==> src/rtl/mic_array_sched_pkg.sv <==
// Shared constants and FSM encoding for the microphone array sequencer.
package mic_array_sched_pkg;

   // One I2S frame is 64 bit clocks; WS is high for the first half.
   localparam int FRAME_LEN = 64;
   localparam int WS_HALF   = 32;

   typedef enum logic {
      ST_IDLE  = 1'b0,
      ST_DRAIN = 1'b1
   } state_t;

endpackage

==> src/rtl/mic_array_sched_i2s_ws_gen.sv <==
// Word-select generator shared by all I2S decoders.
// ws is high for counts 0..31 and low for 32..63. When enable drops, the
// frame in progress finishes, then ws stays low with the counter parked at 0.
module i2s_ws_gen
   import mic_array_sched_pkg::*;
(
   input  logic clk,
   input  logic rst,
   input  logic enable,
   output logic ws
);

   logic [5:0] ws_cnt;
   logic       running;

   // Frame counter with graceful stop at the frame boundary.
   always_ff @(posedge clk) begin
      if (rst) begin
         ws_cnt  <= '0;
         ws      <= 1'b0;
         running <= 1'b0;
      end else if (!running) begin
         ws_cnt <= '0;
         if (enable) begin
            running <= 1'b1;
            ws      <= 1'b1;
         end else begin
            ws      <= 1'b0;
         end
      end else if (ws_cnt == 6'(FRAME_LEN - 1)) begin
         ws_cnt  <= '0;
         ws      <= enable;
         running <= enable;
      end else begin
         ws_cnt <= ws_cnt + 6'd1;
         ws     <= (ws_cnt + 6'd1) < 6'(WS_HALF);
      end
   end

endmodule

==> src/rtl/mic_array_sched.sv <==
// Microphone array sequencer: drives WS, snapshots all channels when every
// decoder reports completion, then streams one channel per valid/ready beat.
// Optional build macro MIC_MASK_EN adds a chan_mask input; masked channels
// are skipped without bubbles and an all-zero mask counts the frame only.
module mic_array_sched
   import mic_array_sched_pkg::*;
#(
   parameter int NUM_MIC   = 8,
   parameter int DATAWIDTH = 24,
   parameter int CHW       = 3
) (
   input  logic                           clk_mic,
   input  logic                           rst_mic,
   input  logic                           enable,
   output logic                           ws,
   input  logic [NUM_MIC*DATAWIDTH-1:0]   mic_data,
   input  logic [NUM_MIC-1:0]             mic_recv_over,
`ifdef MIC_MASK_EN
   input  logic [NUM_MIC-1:0]             chan_mask,
`endif
   output logic                           s_valid,
   input  logic                           s_ready,
   output logic [DATAWIDTH-1:0]           s_data,
   output logic [CHW-1:0]                 s_chan,
   output logic                           s_last,
   output logic [15:0]                    frame_cnt,
   output logic                           overflow,
   output logic                           sync_err,
   input  logic                           clr_err
);

   // Lowest set bit at or above 'from'; MSB of the result is the found flag.
   function automatic logic [CHW:0] first_from(input logic [NUM_MIC-1:0] m, input int from);
      logic [CHW:0] r;
      r = '0;
      for (int i = NUM_MIC - 1; i >= 0; i--) begin
         if (m[i] && (i >= from)) r = {1'b1, CHW'(i)};
      end
      return r;
   endfunction

   // Highest set bit; identifies the channel that carries s_last.
   function automatic logic [CHW-1:0] last_set(input logic [NUM_MIC-1:0] m);
      logic [CHW-1:0] r;
      r = '0;
      for (int i = 0; i < NUM_MIC; i++) begin
         if (m[i]) r = CHW'(i);
      end
      return r;
   endfunction

   state_t               state;
   logic [DATAWIDTH-1:0] snap    [NUM_MIC];
   logic [DATAWIDTH-1:0] mic_arr [NUM_MIC];
   logic [NUM_MIC-1:0]   act_mask;
   logic [NUM_MIC-1:0]   mask_q;
   logic [CHW-1:0]       last_q;
   logic [CHW:0]         new_first;
   logic [CHW:0]         next_beat;
   logic [CHW-1:0]       new_last;
   logic                 trigger;
   logic                 partial;
   logic                 handshake;
   logic                 drop;
   logic                 load;

`ifdef MIC_MASK_EN
   assign act_mask = chan_mask;
`else
   assign act_mask = '1;
`endif

   i2s_ws_gen u_ws_gen (
      .clk    (clk_mic),
      .rst    (rst_mic),
      .enable (enable),
      .ws     (ws)
   );

   // Unpack the flat decoder bus into per-channel words.
   always_comb begin
      for (int k = 0; k < NUM_MIC; k++) begin
         mic_arr[k] = mic_data[k*DATAWIDTH +: DATAWIDTH];
      end
   end

   assign trigger   = &mic_recv_over;
   assign partial   = (|mic_recv_over) && !trigger;
   assign handshake = s_valid && s_ready;
   // A trigger during DRAIN is only accepted when it lands on the final handshake.
   assign drop      = trigger && (state == ST_DRAIN) && !(handshake && s_last);
   assign load      = trigger && !drop;
   assign new_first = first_from(act_mask, 0);
   assign new_last  = last_set(act_mask);
   assign next_beat = first_from(mask_q, int'(s_chan) + 1);

   // Drain FSM, snapshot buffer, sticky flags and frame counter.
   always_ff @(posedge clk_mic) begin
      if (rst_mic) begin
         state     <= ST_IDLE;
         s_valid   <= 1'b0;
         s_data    <= '0;
         s_chan    <= '0;
         s_last    <= 1'b0;
         frame_cnt <= '0;
         overflow  <= 1'b0;
         sync_err  <= 1'b0;
         mask_q    <= '0;
         last_q    <= '0;
         for (int k = 0; k < NUM_MIC; k++) snap[k] <= '0;
      end else begin
         if (partial)      sync_err <= 1'b1;
         else if (clr_err) sync_err <= 1'b0;

         if (drop)         overflow <= 1'b1;
         else if (clr_err) overflow <= 1'b0;

         if (load) begin
            for (int k = 0; k < NUM_MIC; k++) snap[k] <= mic_arr[k];
            mask_q    <= act_mask;
            last_q    <= new_last;
            frame_cnt <= frame_cnt + 16'd1;
            if (new_first[CHW]) begin
               state   <= ST_DRAIN;
               s_valid <= 1'b1;
               s_chan  <= new_first[CHW-1:0];
               s_data  <= mic_arr[new_first[CHW-1:0]];
               s_last  <= (new_first[CHW-1:0] == new_last);
            end else begin
               state   <= ST_IDLE;
               s_valid <= 1'b0;
               s_last  <= 1'b0;
            end
         end else if ((state == ST_DRAIN) && handshake) begin
            if (s_last) begin
               state   <= ST_IDLE;
               s_valid <= 1'b0;
               s_last  <= 1'b0;
            end else begin
               s_chan  <= next_beat[CHW-1:0];
               s_data  <= snap[next_beat[CHW-1:0]];
               s_last  <= (next_beat[CHW-1:0] == last_q);
            end
         end
      end
   end

endmodule
==> config.mk <==
export PLATFORM = sky130hd
export DESIGN_NAME = mic_array_sched
export DESIGN_NICKNAME = d
export VERILOG_FILES = /design/src/rtl/mic_array_sched_pkg.sv /design/src/rtl/mic_array_sched_i2s_ws_gen.sv /design/src/rtl/mic_array_sched.sv
export SDC_FILE = /design/constraint.sdc
export NUM_CORES = 1
export LEC_CHECK = 0
export CORE_MARGIN = 2
export CORE_UTILIZATION = 45
export DETAILED_ROUTE_END_ITERATION = 10
export PLACE_DENSITY = 0.8
export SLEW_MARGIN = 20
export SYNTH_ARGS = -nofsm -noshare
export SYNTH_HDL_FRONTEND = slang
export SYNTH_SLANG_ARGS = --single-unit
==> constraint.sdc <==
create_clock -name clk_mic -period 8.4 [get_ports clk_mic]
set_input_delay 1.26 -clock clk_mic [delete_from_list [all_inputs] [get_ports clk_mic]]
set_output_delay 1.26 -clock clk_mic [all_outputs]
set_load 0.02 [all_outputs]
==> impl_metrics.py <==
metrics = {
    "floorplan": {
        "die_h_um": 160,
        "die-area_um2": 25500,
        "initial_utilization_pct": 46.2,
        "std_cell_rows": 56,
        "ios": 253,
        "fp.coreArea_um2": 23600,
        "die_w_um": 160,
    },
    "timing": {
        "max_freq_mhz": 243,
        "setup_violations": 0,
        "final.min_clock_period_ns": 4.11,
        "hold_viol": 0,
        "clock_skew_ns": 0.00948,
        "max_slew_margin_pct": 29.7,
        "tightest_slew_ns": 1.05,
        "period_share_pct": 48.9,
        "rsz0062_at_grt": "false",
        "tns_ns": 0,
        "drv_slew": 0,
    },
    "power": {
        "powerDensity_nw_per_um2": 189,
        "ir_drop_v": 0.000113,
        "p_leak_uw": 0.00512,
    },
    "critical_path": {
        "critPathLaunch": "mic_recv_over[7]",
        "critPathKind": "primary input to flip-flop",
        "path_buf_inv": 2,
        "cpPeakStageDelay_ns": 0.85,
        "critical_path.top_delay_family": "simple AND/OR/NAND/NOR gates",
        "path_cells": "clkdlybuf4s50_1, nand4_1, or3_4, nand2b_4, buf_4",
        "cp_max_fo": 78,
        "cp.arrival_ns": 4.26,
        "path_depth": 5,
        "cp.required_ns": 8.55,
        "rr_startpoint": "s_last",
        "endpoint_kind": "flip-flop",
        "critical_path.slowest_cell": "nand2b_4",
        "rr_worst_depth": 4,
        "start_kind": "primary input",
    },
    "clocking": {
        "hold_buffers": 0,
        "cts_buffer_depth": 3,
        "path_clk_slew_ns": 0.06,
        "cts_setup_buffers": 0,
        "post_cts_resized": 0,
        "cts-root-buf": "clkbuf_16",
        "cts_made_buffers": 26,
        "h-tree-depth": 1,
        "clock-sinks": 248,
        "cts_tree": "built",
        "clk_latency_ns": 0.52,
    },
    "grt": {
        "grt_max_degree": 145,
        "grt_usage_pct": 21.0,
        "grt_pass1_wl_um": 42200,
        "grt_overflow_total": 0,
        "antenna_found_initial": 2,
        "first_global_vias": 7449,
    },
    "synthesis": {
        "synth_common_cells": "192 x edfxtp_1, 144 x and2_1, 56 x dfxtp_1",
        "syn_area_um2": 10900,
        "synth_top_cell_area_share_pct": 52.8,
        "synth_fp_nets": 1006,
        "yosys_most_used_dff": "edfxtp_1",
        "yosysMostFrequentCell": "edfxtp_1",
        "yosysTopAreaCell": "edfxtp_1",
        "synth_edf_count": 192,
        "syn_area_per_cell_um2": 13.7,
        "ys_warn_count": 0,
        "async_reset_ff_share_pct": 0,
        "postSynthCellCount": 796,
        "synth-seq-cells": 248,
        "synth.distinct_cells": 37,
        "synth_area_leaders": "edfxtp_1 53%, dfxtp_1 10%, mux4_2 9.9%, and2_1 8.3%, nor2b_1 2.9%",
        "synth-seq-area-share_pct": 63.1,
    },
    "hold_path": {
        "worstHoldPathCells": 1,
        "min_path_type": "flip-flop to flip-flop",
        "hp-start": "u_ws_gen.ws_cnt[0]",
    },
    "routing": {
        "num_vias": 7238,
        "drt_iter0_markers": 427,
        "wl_per_cell_um": 19.7,
        "ant_nets": 0,
        "firstDrtPassIters": 4,
        "routed_via_density": 5.27,
        "drt-total-wl_um": 27000,
        "drc_errors": 0,
    },
    "place": {
        "dp_hpwl_um": 17800,
        "port-buffer-count": 252,
        "gp_congestion": 0.884,
    },
    "final_layout": {
        "area_growth_pct": 33.7,
        "seq_area_um2": 6890,
        "multi_input_comb_area_um2": 3790,
        "finish.net_count": 1242,
        "drive_above_1_share_pct": 11.0,
        "fillers": 1777,
        "final_util_pct": 61.8,
    },
    "status": {
        "status": "complete, no violations",
    },
    "flow_run": {
        "maxCapViolations": 0,
    },
}
flip-flops by register name (all words and copies together) (netlist names):
name and cells:
frame_cnt 16, last_q 1, overflow 1, s_chan 3
s_data 24, s_last 1, snap 192, state 1
sync_err 1, u_ws_gen.running 1, u_ws_gen.ws 1, u_ws_gen.ws_cnt 6
report_power, final:
part | switching (uW) | leakage (uW) | internal [uW]
Sequential | 15.6 | 0.00228 | 1380
Clock | 461 | 0.000440 | 723
Combinational | 57.9 | 0.00239 | 116
metal layers:
| layer | track usage, % | share of wire, % | routed length (um) |
|---|---|---|---|
| met3 | 3.12 | 5.9 | 1590 |
| met4 | 6.86 | 2.4 | 652 |
| met1 | 29.2 | 43 | 11600 |
| met2 | 34.4 | 49 | 13100 |
| met5 | 0 | 0 | 0 |
final cells by class:
cell class,instances,share of cell area (%)
flip-flops and latches,248,47.2
multi-input cells,491,26.0
clock inverters,16,1.18
well taps,319,2.74
diodes,2,0.0343
inverters,5,0.129
clock buffers,32,4.90
repair buffers,260,17.8
cell families (layout without fill, tap and decap cells):
| group | Yosys count | count (layout) | share of synthesized area [%] |
|---|---|---|---|
| simple gates | 328 | 328 | 17.5 |
| flops | 248 | 248 | 63.1 |
| compound gates | 93 | 93 | 4.97 |
| buf+inv | 57 | 313 | 2.52 |
| mux | 48 | 48 | 9.91 |
| xor+xnor | 17 | 17 | 1.36 |
| fa+ha+maj | 5 | 5 | 0.573 |
| other cells | 0 | 2 | 0 |
worst register-to-register path, cell delays in order (launching register included):
cell      delay (ns)
dfxtp_1         0.41
a21boi_1        0.19
or3_4           0.65
nand2b_4        0.89
buf_4           0.74
path summary, 6_finish.rpt:
| kind | end | slack (ns) |
|---|---|---|
| max | snap[6][17] | 4.29 |
| min reg2reg | u_ws_gen.ws_cnt[0] | 0.47 |
| max reg2reg | snap[6][17] | 5.11 |
| min | u_ws_gen.ws_cnt[0] | 0.47 |
through the flow:
step / area, um2 / hold slack [ns] / cells / power [uW] / setup WS (ns)
5_1_grt: 14600 / 0.506 / 1373 / 2830 / 4.11
3_3_place_gp: 13700 / 0.445 / 1322 / 1590 / 3.84
2_1_floorplan: 10900 / 0.430 / 796 / 1480 / 1.27
6_report: 14600 / 0.475 / 1373 / 2750 / 4.29
3_5_place_dp: 13700 / 0.465 / 1322 / 1600 / 3.71
4_1_cts: 14600 / 0.478 / 1370 / 2770 / 4.27
placed cells by master, fill, tap and decap left out, drive strengths merged, types with 5 or more instances in the layout:
master,netlist,routed
buf,23,9
mux4,48,48
ha,5,5
or3,26,26
nor4,8,8
and2,144,144
nand3,10,10
nand2,39,39
a211oi,24,24
xnor2,11,11
inv,5,5
clkinv,0,12
clkdlybuf4s50,0,251
dfxtp,56,56
clkbuf,29,32
xor2,6,6
o21ai,29,29
nand4,6,6
nor2,35,35
edfxtp,192,192
nor2b,50,50
a21oi,34,34
Power figures use the tool's default switching activity.
